`config.mk`:
```
export PLATFORM = sky130hd
export DESIGN_NAME = font_text_line_renderer
export DESIGN_NICKNAME = d
export VERILOG_FILES = /design/src/rtl/font_text_line_renderer_pkg.sv /design/src/rtl/font_text_line_renderer_buf.sv /design/src/rtl/font_text_line_renderer.sv
export SDC_FILE = /design/constraint.sdc
export NUM_CORES = 1
export LEC_CHECK = 0
export BUFFER_PORTS_ARGS = -buffer_cell sky130_fd_sc_hd__buf_2
export CORE_MARGIN = 1.5
export CORE_UTILIZATION = 40
export DETAILED_ROUTE_END_ITERATION = 8
export HOLD_SLACK_MARGIN = 0.12
export PLACE_DENSITY = 0.55
export SETUP_SLACK_MARGIN = 0.15
export SLEW_MARGIN = 10
export SYNTH_ARGS = -nofsm -noshare
export SYNTH_HDL_FRONTEND = slang
export SYNTH_SLANG_ARGS = --single-unit
export TNS_END_PERCENT = 5
```
`constraint.sdc`:
```
create_clock -name clk -period 3.9 [get_ports clk]
set_clock_uncertainty 0.15 [all_clocks]
set_input_delay 0.39 -clock clk [delete_from_list [all_inputs] [get_ports clk]]
set_output_delay 0.39 -clock clk [all_outputs]
set_load 0.03 [all_outputs]
```
`src/rtl/font_text_line_renderer_pkg.sv`:
```
// Font sheet geometry and shared helpers for the text line renderer.
// The sheet is FONT_NUM_COL x FONT_NUM_ROW glyphs, each FONT_WIDTH_CNT x FONT_HEIGHT_CNT px,
// laid out row-major in the font ROM.
package font_text_line_renderer_pkg;

   localparam int unsigned FONT_WIDTH_CNT  = 8;
   localparam int unsigned FONT_HEIGHT_CNT = 8;
   localparam int unsigned FONT_NUM_COL    = 8;
   localparam int unsigned FONT_NUM_ROW    = 8;
   localparam int unsigned FONT_W_LOG2     = $clog2(FONT_WIDTH_CNT);
   localparam int unsigned FONT_H_LOG2     = $clog2(FONT_HEIGHT_CNT);
   localparam int unsigned BLANK_CHAR      = 0;

   // Scale shift 3 is not supported by the sheet sizing, so it behaves as 2.
   function automatic logic [1:0] eff_shift(input logic [1:0] s);
      return (s == 2'd3) ? 2'd2 : s;
   endfunction

endpackage

```
`src/rtl/font_text_line_renderer_buf.sv`:
```
// Character buffer: MAX_CHARS x ALPHABET_BITS_N register file.
// Ports: clk, rst (async, active-low), wr_en/wr_idx/wr_char synchronous write,
//        clear (loads BLANK_CHAR everywhere, wins over wr_en), rd_idx -> rd_char_c
//        asynchronous read.
module font_text_line_renderer_buf
   import font_text_line_renderer_pkg::*;
#(
   parameter int unsigned ALPHABET_BITS_N = 6,
   parameter int unsigned MAX_CHARS       = 16,
   parameter int unsigned IDX_BITS_N      = 4
) (
   input  logic                       clk,
   input  logic                       rst,
   input  logic                       wr_en,
   input  logic [IDX_BITS_N-1:0]      wr_idx,
   input  logic [ALPHABET_BITS_N-1:0] wr_char,
   input  logic                       clear,
   input  logic [IDX_BITS_N-1:0]      rd_idx,
   output logic [ALPHABET_BITS_N-1:0] rd_char_c
);

   logic [ALPHABET_BITS_N-1:0] mem [MAX_CHARS];

   // Storage with clear taking priority over a single-slot write.
   always_ff @(posedge clk or negedge rst) begin
      if (!rst) begin
         for (int i = 0; i < int'(MAX_CHARS); i++) mem[i] <= ALPHABET_BITS_N'(BLANK_CHAR);
      end else if (clear) begin
         for (int i = 0; i < int'(MAX_CHARS); i++) mem[i] <= ALPHABET_BITS_N'(BLANK_CHAR);
      end else if (wr_en) begin
         mem[wr_idx] <= wr_char;
      end
   end

   assign rd_char_c = mem[rd_idx];

endmodule

```
`src/rtl/font_text_line_renderer.sv`:
```
// Text line renderer: maps VGA counters to font ROM pixel addresses for a line of
// glyphs at a programmable half-res origin, with 1/2/4x scale and optional blink.
// Ports: clk, rst (async, active-low); h_cnt/v_cnt VGA counters; pos_h_cnt/pos_v_cnt
//        origin; scale_shift; str_len; wr_en/wr_idx/wr_char/clear buffer write;
//        frame_tick/blink_en blink control; pixel_addr/addr_valid (2 cycles after the
//        counters); px_valid = addr_valid delayed by ROM_LATENCY.
module font_text_line_renderer
   import font_text_line_renderer_pkg::*;
#(
   parameter int unsigned CNT_BITS_N      = 10,
   parameter int unsigned PX_ADDR_BITS_N  = 16,
   parameter int unsigned ALPHABET_BITS_N = 6,
   parameter int unsigned MAX_CHARS       = 16,
   parameter int unsigned IDX_BITS_N      = 4,
   parameter int unsigned ROM_LATENCY     = 1,
   parameter int unsigned BLINK_FRAMES    = 30
) (
   input  logic                       clk,
   input  logic                       rst,
   input  logic [CNT_BITS_N-1:0]      h_cnt,
   input  logic [CNT_BITS_N-1:0]      v_cnt,
   input  logic [CNT_BITS_N-1:0]      pos_h_cnt,
   input  logic [CNT_BITS_N-1:0]      pos_v_cnt,
   input  logic [1:0]                 scale_shift,
   input  logic [IDX_BITS_N:0]        str_len,
   input  logic                       wr_en,
   input  logic [IDX_BITS_N-1:0]      wr_idx,
   input  logic [ALPHABET_BITS_N-1:0] wr_char,
   input  logic                       clear,
   input  logic                       frame_tick,
   input  logic                       blink_en,
   output logic [PX_ADDR_BITS_N-1:0]  pixel_addr,
   output logic                       addr_valid,
   output logic                       px_valid
);

   // Wide enough for MAX_CHARS * W << 2 and any counter value, so compares never wrap.
   localparam int unsigned EXT_N        = CNT_BITS_N + IDX_BITS_N + FONT_W_LOG2 + 4;
   localparam int unsigned BLINK_BITS_N = (BLINK_FRAMES > 1) ? $clog2(BLINK_FRAMES) : 1;

   // ---------------- stage 0: box hit test and glyph-local coordinates
   logic [CNT_BITS_N-1:0]  hx, hy, rx, ry, rx_s;
   logic [1:0]             s_eff;
   logic [IDX_BITS_N:0]    len_c;
   logic [EXT_N-1:0]       box_w, box_h;
   logic                   hit_d;
   logic [IDX_BITS_N-1:0]  slot_d;
   logic [FONT_W_LOG2-1:0] gx_d;
   logic [FONT_H_LOG2-1:0] gy_d;

   always_comb begin
      hx     = h_cnt >> 1;
      hy     = v_cnt >> 1;
      rx     = hx - pos_h_cnt;
      ry     = hy - pos_v_cnt;
      s_eff  = eff_shift(scale_shift);
      len_c  = (str_len > (IDX_BITS_N+1)'(MAX_CHARS)) ? (IDX_BITS_N+1)'(MAX_CHARS) : str_len;
      box_w  = (EXT_N'(len_c) << FONT_W_LOG2) << s_eff;
      box_h  = EXT_N'(FONT_HEIGHT_CNT) << s_eff;
      hit_d  = (hx >= pos_h_cnt) && (hy >= pos_v_cnt) &&
               (EXT_N'(rx) < box_w) && (EXT_N'(ry) < box_h);
      rx_s   = rx >> s_eff;
      slot_d = IDX_BITS_N'(rx_s >> FONT_W_LOG2);
      gx_d   = FONT_W_LOG2'(rx_s);
      gy_d   = FONT_H_LOG2'(ry >> s_eff);
   end

   logic                   hit_q;
   logic [IDX_BITS_N-1:0]  slot_q;
   logic [FONT_W_LOG2-1:0] gx_q;
   logic [FONT_H_LOG2-1:0] gy_q;

   always_ff @(posedge clk or negedge rst) begin
      if (!rst) begin
         hit_q  <= 1'b0;
         slot_q <= '0;
         gx_q   <= '0;
         gy_q   <= '0;
      end else begin
         hit_q  <= hit_d;
         slot_q <= slot_d;
         gx_q   <= gx_d;
         gy_q   <= gy_d;
      end
   end

   // ---------------- character buffer
   logic [ALPHABET_BITS_N-1:0] glyph;

   font_text_line_renderer_buf #(
      .ALPHABET_BITS_N (ALPHABET_BITS_N),
      .MAX_CHARS       (MAX_CHARS),
      .IDX_BITS_N      (IDX_BITS_N)
   ) u_buf (
      .clk       (clk),
      .rst       (rst),
      .wr_en     (wr_en),
      .wr_idx    (wr_idx),
      .wr_char   (wr_char),
      .clear     (clear),
      .rd_idx    (slot_q),
      .rd_char_c (glyph)
   );

   // ---------------- blink: phase toggles every BLINK_FRAMES ticks, regardless of blink_en
   logic [BLINK_BITS_N-1:0] blink_cnt;
   logic                    blink_phase;
   logic                    blank_phase;

   always_ff @(posedge clk or negedge rst) begin
      if (!rst) begin
         blink_cnt   <= '0;
         blink_phase <= 1'b0;
      end else if (frame_tick) begin
         if (blink_cnt == BLINK_BITS_N'(BLINK_FRAMES - 1)) begin
            blink_cnt   <= '0;
            blink_phase <= ~blink_phase;
         end else begin
            blink_cnt   <= blink_cnt + BLINK_BITS_N'(1);
         end
      end
   end

   assign blank_phase = blink_en & blink_phase;

   // ---------------- stage 1: glyph lookup to sheet address
   logic [PX_ADDR_BITS_N-1:0] glyph_col, glyph_row, addr_d;
   logic                      valid_d;

   always_comb begin
      glyph_col = PX_ADDR_BITS_N'(32'(glyph) % FONT_NUM_COL);
      glyph_row = PX_ADDR_BITS_N'((32'(glyph) / FONT_NUM_COL) % FONT_NUM_ROW);
      addr_d    = PX_ADDR_BITS_N'(gx_q)
                + PX_ADDR_BITS_N'(FONT_WIDTH_CNT) * glyph_col
                + PX_ADDR_BITS_N'(FONT_WIDTH_CNT * FONT_NUM_COL)
                  * (PX_ADDR_BITS_N'(gy_q) + PX_ADDR_BITS_N'(FONT_HEIGHT_CNT) * glyph_row);
      valid_d   = hit_q & ~blank_phase;
   end

   always_ff @(posedge clk or negedge rst) begin
      if (!rst) begin
         pixel_addr <= '0;
         addr_valid <= 1'b0;
      end else begin
         pixel_addr <= valid_d ? addr_d : '0;
         addr_valid <= valid_d;
      end
   end

   // ---------------- px_valid: addr_valid aligned to font ROM read data
   generate
      if (ROM_LATENCY == 0) begin : g_no_lat
         assign px_valid = addr_valid;
      end else begin : g_lat
         logic [ROM_LATENCY-1:0] vld_sr;
         always_ff @(posedge clk or negedge rst) begin
            if (!rst) vld_sr <= '0;
            else      vld_sr <= ROM_LATENCY'({vld_sr, addr_valid});
         end
         assign px_valid = vld_sr[ROM_LATENCY-1];
      end
   endgenerate

endmodule

```
==> results of run 1 <==
==> routing by layer <==
metal | part of all wire (%) | vias to the layer above
met5 | 0 | -
met4 | 1.5 | 0
met3 | 3.5 | 18
met2 | 49 | 89
met1 | 46 | 2570
li1 | - | 2454
==> cell families (layout without fill, tap and decap cells) <==
kind of cell | count (synthesis) | in the layout | synth area share, %
and+or+nand+nor | 217 | 217 | 13.7
muxes | 133 | 133 | 24.0
DFF | 127 | 127 | 44.4
AOI/OAI and AO/OA | 76 | 76 | 6.53
buffers and inverters | 68 | 140 | 4.11
adders and majority gates | 33 | 33 | 5.97
xor gates and xnor gates | 10 | 10 | 1.22
other | 2 | 5 | 0.105
==> stage by stage <==
| step | instances | power (mW) | hold slack [ns] | setup slack, ns |
|---|---|---|---|---|
| after floorplan | 669 | 1.84 | -0.0556 | 0.700 |
| after global placement | 935 | 1.99 | 0.206 | 0.249 |
| after detailed placement | 935 | 2.01 | 0.212 | 0.248 |
| after CTS | 966 | 3.52 | 0.121 | 0.669 |
| after global routing | 966 | 3.66 | 0.145 | 0.287 |
| final | 966 | 3.48 | 0.136 | 0.667 |
==> worst register-to-register path: cells and delay by family (launching register included) <==
| kind | cells | cell delay, ns |
|---|---|---|
| muxes | 2 | 1.19 |
| buffers and inverters | 1 | 0.44 |
| DFF | 1 | 0.32 |
| and+or+nand+nor | 1 | 0.17 |
==> power groups by stage <==
stage / Combinational, mW / Clock (mW) / Sequential [mW]
global placement: 0.545 / 0 / 1.45
floorplan: 0.410 / 0 / 1.43
detailed placement: 0.559 / 0 / 1.45
global route: 0.625 / 1.60 / 1.43
CTS: 0.563 / 1.53 / 1.43
finish: 0.554 / 1.50 / 1.43
==> cells in the final DEF, fill, tap and decap left out, drive strengths merged, types with 7 or more instances in the layout <==
cell    count
nand3      11
nand2      30
mux4       30
a21oi      26
nor2      118
o21ai      19
nor3        7
inv        28
clkbuf     22
buf        81
and2       12
nand2b     15
ha         31
xnor2       7
dfrtp     127
mux2i     100
==> path summary, 6_finish.rpt <==
| path | endpoint | slack, ns |
|---|---|---|
| setup / recovery | hit_q | 0.67 |
| max in group asynchronous | gx_q[0] | 2.15 |
| hold reg to reg | px_valid | 0.22 |
| hold / removal | blink_cnt[0] | 0.14 |
| min in group asynchronous | u_buf.mem[86] | 0.52 |
| setup reg to reg | pixel_addr[9] | 1.53 |
==> flip-flops by register name, summed over array words and instances (netlist names) <==
name and flops:
gy_q 3, addr_valid 1, u_buf.mem 96, blink_phase 1, slot_q 4, blink_cnt 5
px_valid 1, hit_q 1, pixel_addr 12, gx_q 3
==> area by class of cell <==
type | count | area [sq um]
clock inverter | 8 | 90.1
fill | 1665 | 9160
inverter | 28 | 105
tap | 225 | 282
sequential | 127 | 3180
clock buffer | 22 | 464
multi-input combinational | 474 | 3700
timing repair buffer | 82 | 435
==> impl_metrics.xml, run 1 <==
<?xml version="1.0" encoding="UTF-8"?>
<metrics>
  <group name="worst_setup_path">
    <metric name="endpoint_kind" unit="">flop</metric>
    <metric name="cp_bufs_invs" unit="">2</metric>
    <metric name="path_class" unit="">input pin to flop</metric>
    <metric name="critical_path.startpoint" unit="">h_cnt[1]</metric>
    <metric name="max_stage_delay" unit="ns">0.39</metric>
    <metric name="cp_num_cells" unit="">15</metric>
    <metric name="critical_path_peak_fanout" unit="">3</metric>
    <metric name="critical-path-top-delay-family" unit="">compound AO/OA/AOI/OAI gates</metric>
    <metric name="cp_slowest_cell" unit="">sky130_fd_sc_hd__fa_1</metric>
    <metric name="cp.required" unit="ns">4.07</metric>
    <metric name="cp-start-kind" unit="">input pin</metric>
    <metric name="worstRegToRegCells" unit="">4</metric>
    <metric name="cp_data_arrival_time" unit="ns">3.40</metric>
    <metric name="critical_path.reg2reg.startpoint" unit="">slot_q[0]</metric>
    <metric name="crit_chain" unit="">buf_2 &gt; inv_1 &gt; ha_1 &gt; fa_1 &gt; nand2b_1 &gt; a211oi_1 &gt; mux2i_1 &gt; nand2_1 &gt; ha_1 &gt; nor3_1 &gt; nand2_1 &gt; a311oi_1 &gt; a2bb2oi_1 &gt; o2111ai_1 &gt; nor4_1</metric>
  </group>
  <group name="synthesis">
    <metric name="postSynthCellCount" unit="">666</metric>
    <metric name="synth_warnings" unit="">0</metric>
    <metric name="synth.ff_latch_count" unit="">127</metric>
    <metric name="synth_flop_cell" unit="">sky130_fd_sc_hd__dfrtp_1</metric>
    <metric name="synth_sequential_area_ratio" unit="%">44.4</metric>
    <metric name="synthMostInstantiatedCell" unit="">sky130_fd_sc_hd__dfrtp_1</metric>
    <metric name="post_synth_most_frequent_cells" unit="">sky130_fd_sc_hd__dfrtp_1, sky130_fd_sc_hd__nor2_1, sky130_fd_sc_hd__mux2i_1</metric>
    <metric name="synthDominantCellAreaShare" unit="%">44.4</metric>
    <metric name="postSynth.asyncResetShare" unit="%">100</metric>
    <metric name="netlist_top_cells_area" unit="">sky130_fd_sc_hd__dfrtp_1, sky130_fd_sc_hd__mux2i_1, sky130_fd_sc_hd__mux4_2</metric>
    <metric name="yosys.area.top_type" unit="">sky130_fd_sc_hd__dfrtp_1</metric>
    <metric name="synth_edf_count" unit="">0</metric>
    <metric name="syn_avg_cell_area" unit="sq um">10.8</metric>
    <metric name="netlist_area" unit="sq um">7160</metric>
    <metric name="post_synth_num_cell_types" unit="">50</metric>
  </group>
  <group name="floorplanning">
    <metric name="die_h" unit="microns">137</metric>
    <metric name="rows" unit="">48</metric>
    <metric name="start_util" unit="%">41.1</metric>
    <metric name="die_width" unit="microns">137</metric>
    <metric name="top_level_ports" unit="">81</metric>
    <metric name="core" unit="sq um">17400</metric>
    <metric name="area_enclosed_by_the_die_boundary" unit="sq um">18700</metric>
  </group>
  <group name="placed_design">
    <metric name="number_of_buffer_cells_added_on_primary_ports" unit="">74</metric>
    <metric name="dpl_cell_area" unit="sq um">7690</metric>
    <metric name="post-dp-hpwl" unit="mm">11.4</metric>
    <metric name="gp_congestion" unit="">0.799</metric>
  </group>
  <group name="clocking">
    <metric name="hold_buffers" unit="">1</metric>
    <metric name="number_of_resized_instances_in_the_post_cts_repair_step" unit="">0</metric>
    <metric name="clock_latency_of_the_later_clocked_register_in_the_worst_skew_pair" unit="ns">0.41</metric>
    <metric name="cts_num_sinks" unit="">127</metric>
    <metric name="clkTransAtPathRegs" unit="ns">0.05</metric>
    <metric name="cts_made_buffers" unit="">17</metric>
    <metric name="clockBufferDepth" unit="">2</metric>
    <metric name="h-tree-depth" unit="">4</metric>
    <metric name="cts_root_buffer" unit="">sky130_fd_sc_hd__clkbuf_16</metric>
    <metric name="cts_tree" unit="">yes</metric>
    <metric name="post_cts_setup_driven_buffer_insertion_count" unit="">0</metric>
  </group>
  <group name="global_route">
    <metric name="antenna_found_initial" unit="">0</metric>
    <metric name="globalRouteOverflowTotal" unit="">0</metric>
    <metric name="groute.layer.met2.usage" unit="%">31.2</metric>
    <metric name="gr_usage_total" unit="%">19.1</metric>
    <metric name="use_met1" unit="%">24.6</metric>
    <metric name="grt_start_max_net_pins" unit="">74</metric>
    <metric name="first_global_vias" unit="">5214</metric>
    <metric name="global_route.usage.met3" unit="%">4.63</metric>
    <metric name="grt_first_pass_wirelength" unit="mm">26.9</metric>
    <metric name="top_usage_layer" unit="">met2</metric>
  </group>
  <group name="power">
    <metric name="switching_share" unit="%">26.1</metric>
    <metric name="share_comb_of_total_power" unit="%">15.9</metric>
    <metric name="power.net_switching" unit="uW">908</metric>
    <metric name="largest_vdd_supply_drop" unit="mV">0.239</metric>
    <metric name="clock_network_fraction_of_design_power" unit="%">43.1</metric>
    <metric name="internal-power" unit="mW">2.57</metric>
    <metric name="power.leakage" unit="nW">4.00</metric>
    <metric name="power_density" unit="nW/um^2">422</metric>
    <metric name="sequentialPowerShare" unit="%">41.0</metric>
  </group>
  <group name="timing">
    <metric name="fmax" unit="MHz">309</metric>
    <metric name="final_min_period_over_clock_period" unit="%">82.9</metric>
    <metric name="finalSetupViolCount" unit="">0</metric>
    <metric name="fin_setup_tns" unit="ns">0</metric>
    <metric name="setup_repair_after_global_routing_missed_its_margin" unit="">no</metric>
    <metric name="maxSlewHeadroom" unit="%">36.5</metric>
    <metric name="timing.final.hold_violations" unit="">0</metric>
    <metric name="post-route-min-period" unit="ns">3.23</metric>
    <metric name="worst_slew_pin_slew" unit="ns">0.950</metric>
    <metric name="slew_viol_final" unit="">0</metric>
  </group>
  <group name="drt">
    <metric name="drtIter0Drc" unit="">259</metric>
    <metric name="wire_per_inst" unit="microns">17.1</metric>
    <metric name="routed_via_density" unit="">5.31</metric>
    <metric name="firstDrtPassIters" unit="">5</metric>
    <metric name="detailroute.via_count" unit="">5131</metric>
    <metric name="ant_nets" unit="">0</metric>
    <metric name="remaining_drc_errors" unit="">0</metric>
    <metric name="routed_wirelength" unit="mm">16.5</metric>
  </group>
  <group name="min_path">
    <metric name="min-delay-path-class" unit="">input pin to flop</metric>
    <metric name="hp-start" unit="">frame_tick</metric>
    <metric name="min_delay_path_depth" unit="">2</metric>
  </group>
  <group name="run">
    <metric name="maxCapViolations" unit="">0</metric>
  </group>
  <group name="layout">
    <metric name="design.final.nets" unit="">826</metric>
    <metric name="areaGrowthSynthToFinish" unit="%">15.3</metric>
    <metric name="num_antenna_cells" unit="">0</metric>
    <metric name="stdcell_area" unit="sq um">8260</metric>
    <metric name="fin_util" unit="%">47.4</metric>
    <metric name="drive_above_1_share" unit="%">19.2</metric>
  </group>
  <group name="outcome">
    <metric name="status" unit="">completed</metric>
  </group>
</metrics>
(Power assumes the default switching activity.)
==> run 2, diff against run 1 <==
==> constraint.sdc (replaced) <==
create_clock -name clk -period 3 [get_ports clk]
set_clock_uncertainty 0.15 [all_clocks]
set_input_delay 0.3 -clock clk [delete_from_list [all_inputs] [get_ports clk]]
set_output_delay 0.3 -clock clk [all_outputs]
set_load 0.03 [all_outputs]
==> run 2 against run 1 <==
Net effect:
- first-iteration DRC count down 3.9%
- critical endpoint unchanged
- sequential power increased by 29%
- largest power group unchanged
- largest cell class unchanged
- worst hold slack better by 0.012 ns
- flip-flop and latch count stayed put
- clock-buffer cell count unchanged
==> impl_metrics.xml, run 2 (synthesis gave the netlist of run 1 again) <==
<?xml version="1.0" encoding="UTF-8"?>
<metrics>
  <group name="timing">
    <metric name="fin_setup_tns" unit="ns">0</metric>
    <metric name="slew_viol_final" unit="">0</metric>
    <metric name="fmax" unit="MHz">366</metric>
    <metric name="postLayoutSetupSlackWorst" unit="ns">0.268</metric>
    <metric name="setup_repair_after_global_routing_missed_its_margin" unit="">yes</metric>
    <metric name="maxSlewHeadroom" unit="%">43.1</metric>
    <metric name="timing.final.hold_violations" unit="">0</metric>
    <metric name="post-route-min-period" unit="ns">2.73</metric>
    <metric name="worst_slew_pin_slew" unit="ns">0.850</metric>
    <metric name="finalSetupViolCount" unit="">0</metric>
    <metric name="final_min_period_over_clock_period" unit="%">91.1</metric>
  </group>
  <group name="drt">
    <metric name="wire_per_inst" unit="microns">17.1</metric>
    <metric name="detailroute.via_count" unit="">5249</metric>
    <metric name="drtIter0Drc" unit="">249</metric>
    <metric name="ant_nets" unit="">0</metric>
    <metric name="remaining_drc_errors" unit="">0</metric>
    <metric name="routed_via_density" unit="">5.31</metric>
    <metric name="routed_wirelength" unit="mm">16.9</metric>
    <metric name="firstDrtPassIters" unit="">5</metric>
  </group>
  <group name="layout">
    <metric name="most_common_library_cell_in_the_layout_ignoring_fill_and_taps" unit="">sky130_fd_sc_hd__dfrtp_1</metric>
    <metric name="drive_above_1_share" unit="%">23.7</metric>
    <metric name="areaGrowthSynthToFinish" unit="%">21.2</metric>
    <metric name="largest_register" unit="">u_buf.mem</metric>
    <metric name="layout.cells.non_filler" unit="">988</metric>
    <metric name="reg_top3" unit="">u_buf.mem: 96 flops, pixel_addr: 12 flops, blink_cnt: 5 flops</metric>
    <metric name="design.final.nets" unit="">846</metric>
    <metric name="layout_common_cells" unit="">sky130_fd_sc_hd__dfrtp_1, sky130_fd_sc_hd__nor2_1, sky130_fd_sc_hd__mux2i_1</metric>
    <metric name="filler_cell_count" unit="">1639</metric>
    <metric name="largest_register_ff_count" unit="">96</metric>
    <metric name="num_antenna_cells" unit="">0</metric>
  </group>
  <group name="run">
    <metric name="maxCapViolations" unit="">0</metric>
  </group>
  <group name="clocking">
    <metric name="cts_made_buffers" unit="">17</metric>
    <metric name="clkTransAtPathRegs" unit="ns">0.05</metric>
    <metric name="cts_tree" unit="">yes</metric>
    <metric name="cts_num_sinks" unit="">127</metric>
    <metric name="h-tree-depth" unit="">4</metric>
    <metric name="cts_root_buffer" unit="">sky130_fd_sc_hd__clkbuf_16</metric>
    <metric name="clockBufferDepth" unit="">2</metric>
    <metric name="clock_latency_of_the_later_clocked_register_in_the_worst_skew_pair" unit="ns">0.41</metric>
  </group>
  <group name="worst_setup_path">
    <metric name="cp-start-kind" unit="">input pin</metric>
    <metric name="critical_path_peak_fanout" unit="">2</metric>
    <metric name="endpoint_kind" unit="">flop</metric>
    <metric name="path_class" unit="">input pin to flop</metric>
    <metric name="r2r-end" unit="">pixel_addr[4]</metric>
    <metric name="cp_data_arrival_time" unit="ns">2.89</metric>
    <metric name="cp.required" unit="ns">3.16</metric>
    <metric name="worstRegToRegCells" unit="">4</metric>
    <metric name="critical_path.reg2reg.startpoint" unit="">slot_q[0]</metric>
    <metric name="timing.reg2reg.setup_slack" unit="ns">0.79</metric>
  </group>
  <group name="global_route">
    <metric name="grt_start_max_net_pins" unit="">97</metric>
    <metric name="antenna_found_initial" unit="">0</metric>
    <metric name="globalRouteOverflowTotal" unit="">0</metric>
    <metric name="gr_usage_total" unit="%">19.4</metric>
    <metric name="grt_first_pass_wirelength" unit="mm">27.4</metric>
    <metric name="first_global_vias" unit="">5272</metric>
  </group>
  <group name="floorplanning">
    <metric name="top_level_ports" unit="">81</metric>
    <metric name="rows" unit="">48</metric>
    <metric name="die_width" unit="microns">137</metric>
    <metric name="die_h" unit="microns">137</metric>
    <metric name="area_enclosed_by_the_die_boundary" unit="sq um">18700</metric>
    <metric name="start_util" unit="%">41.1</metric>
    <metric name="core" unit="sq um">17400</metric>
  </group>
  <group name="min_path">
    <metric name="hp-start" unit="">wr_char[1]</metric>
    <metric name="min_delay_path_depth" unit="">3</metric>
    <metric name="min-delay-path-class" unit="">input pin to flop</metric>
    <metric name="holdPathEnd" unit="">u_buf.mem[91]</metric>
  </group>
  <group name="outcome">
    <metric name="status" unit="">completed</metric>
  </group>
  <group name="placed_design">
    <metric name="number_of_buffer_cells_added_on_primary_ports" unit="">74</metric>
    <metric name="pre_cts_ws" unit="ns">-0.275</metric>
    <metric name="place_inst" unit="">950</metric>
    <metric name="post-dp-hpwl" unit="mm">11.5</metric>
    <metric name="gp_congestion" unit="">0.903</metric>
  </group>
  <group name="power">
    <metric name="internal-power" unit="mW">3.66</metric>
    <metric name="switching_share" unit="%">25.4</metric>
    <metric name="share_comb_of_total_power" unit="%">16.8</metric>
    <metric name="power.total" unit="mW">4.90</metric>
    <metric name="largest_vdd_supply_drop" unit="mV">0.489</metric>
    <metric name="power.net_switching" unit="mW">1.24</metric>
    <metric name="sequentialPowerShare" unit="%">37.8</metric>
    <metric name="clock_network_fraction_of_design_power" unit="%">45.4</metric>
    <metric name="power.leakage" unit="nW">4.17</metric>
    <metric name="power_density" unit="nW/um^2">565</metric>
  </group>
</metrics>
[run 2: repair_timing]
item | 4_1_cts | 5_1_grt
buffers inserted | 0 | 1
resized for setup | 0 | 20
hold buffers | 5 | 0
endpoints found under the setup margin | 0 | 1
hold endpoints to repair | 54 | 0
[run 2: layout make-up]
cell class / instances / area (sq um) / share of cell area, %
Multi-Input combinational cell: 474 / 3810 / 43.9
Tap cell: 225 / 282 / 3.24
Sequential cell: 127 / 3180 / 36.6
Inverter: 28 / 113 / 1.30
Clock buffer: 22 / 494 / 5.69
Clock inverter: 10 / 156 / 1.80
Timing Repair Buffer: 102 / 649 / 7.48
[run 2: worst max-delay path by stage]
stage               cells past startpoint     start     to  slack, ns
CTS                                    15  h_cnt[1]  hit_q       0.15
finish                                 15  h_cnt[1]  hit_q       0.27
detailed placement                     15  h_cnt[1]  hit_q      -0.28
floorplan                              14  h_cnt[1]  hit_q       0.14
global route                           15  h_cnt[1]  hit_q       0.12
global placement                       15  h_cnt[1]  hit_q      -0.15
[run 2: critical path, stage by stage]
cell and delay (ns):
sky130_fd_sc_hd__buf_8 0.08, sky130_fd_sc_hd__inv_8 0.03, sky130_fd_sc_hd__ha_4 0.14, sky130_fd_sc_hd__fa_2 0.34
sky130_fd_sc_hd__nand2b_4 0.17, sky130_fd_sc_hd__a211oi_4 0.24, sky130_fd_sc_hd__mux2i_2 0.28, sky130_fd_sc_hd__nand2_2 0.10
sky130_fd_sc_hd__ha_4 0.18, sky130_fd_sc_hd__nor3_2 0.10, sky130_fd_sc_hd__nand2_1 0.08, sky130_fd_sc_hd__a311oi_2 0.31
sky130_fd_sc_hd__a2bb2oi_2 0.16, sky130_fd_sc_hd__o2111ai_2 0.11, sky130_fd_sc_hd__nor4_1 0.24
[run 2: power groups by stage]
stage                     Clock (mW)  Combinational, mW  Sequential, mW
after detailed placement           0              0.778            1.88
after global routing            2.36              0.921            1.86
after floorplan                    0              0.540            1.86
after CTS                       2.27              0.788            1.85
after global placement             0              0.762            1.88
final                           2.23              0.822            1.85
[run 2: through the flow]
stage | hold WS [ns] | area [sq um] | utilization, %
2_1_floorplan | -0.146 | 7210 | -
3_3_place_gp | 0.205 | 7880 | 45.2
4_1_cts | 0.125 | 8580 | 49.2
3_5_place_dp | 0.210 | 7880 | 45.2
5_1_grt | 0.149 | 8680 | 49.8
6_report | 0.148 | 8680 | 49.8
[run 2: metal layers]
| layer | wire (microns) | GRT usage, % | vias up |
|---|---|---|---|
| met5 | 0 | 0 | - |
| met4 | 262 | 6.37 | 0 |
| met3 | 666 | 4.67 | 20 |
| met2 | 7980 | 30.3 | 111 |
| met1 | 7960 | 26.5 | 2623 |
| li1 | - | - | 2495 |
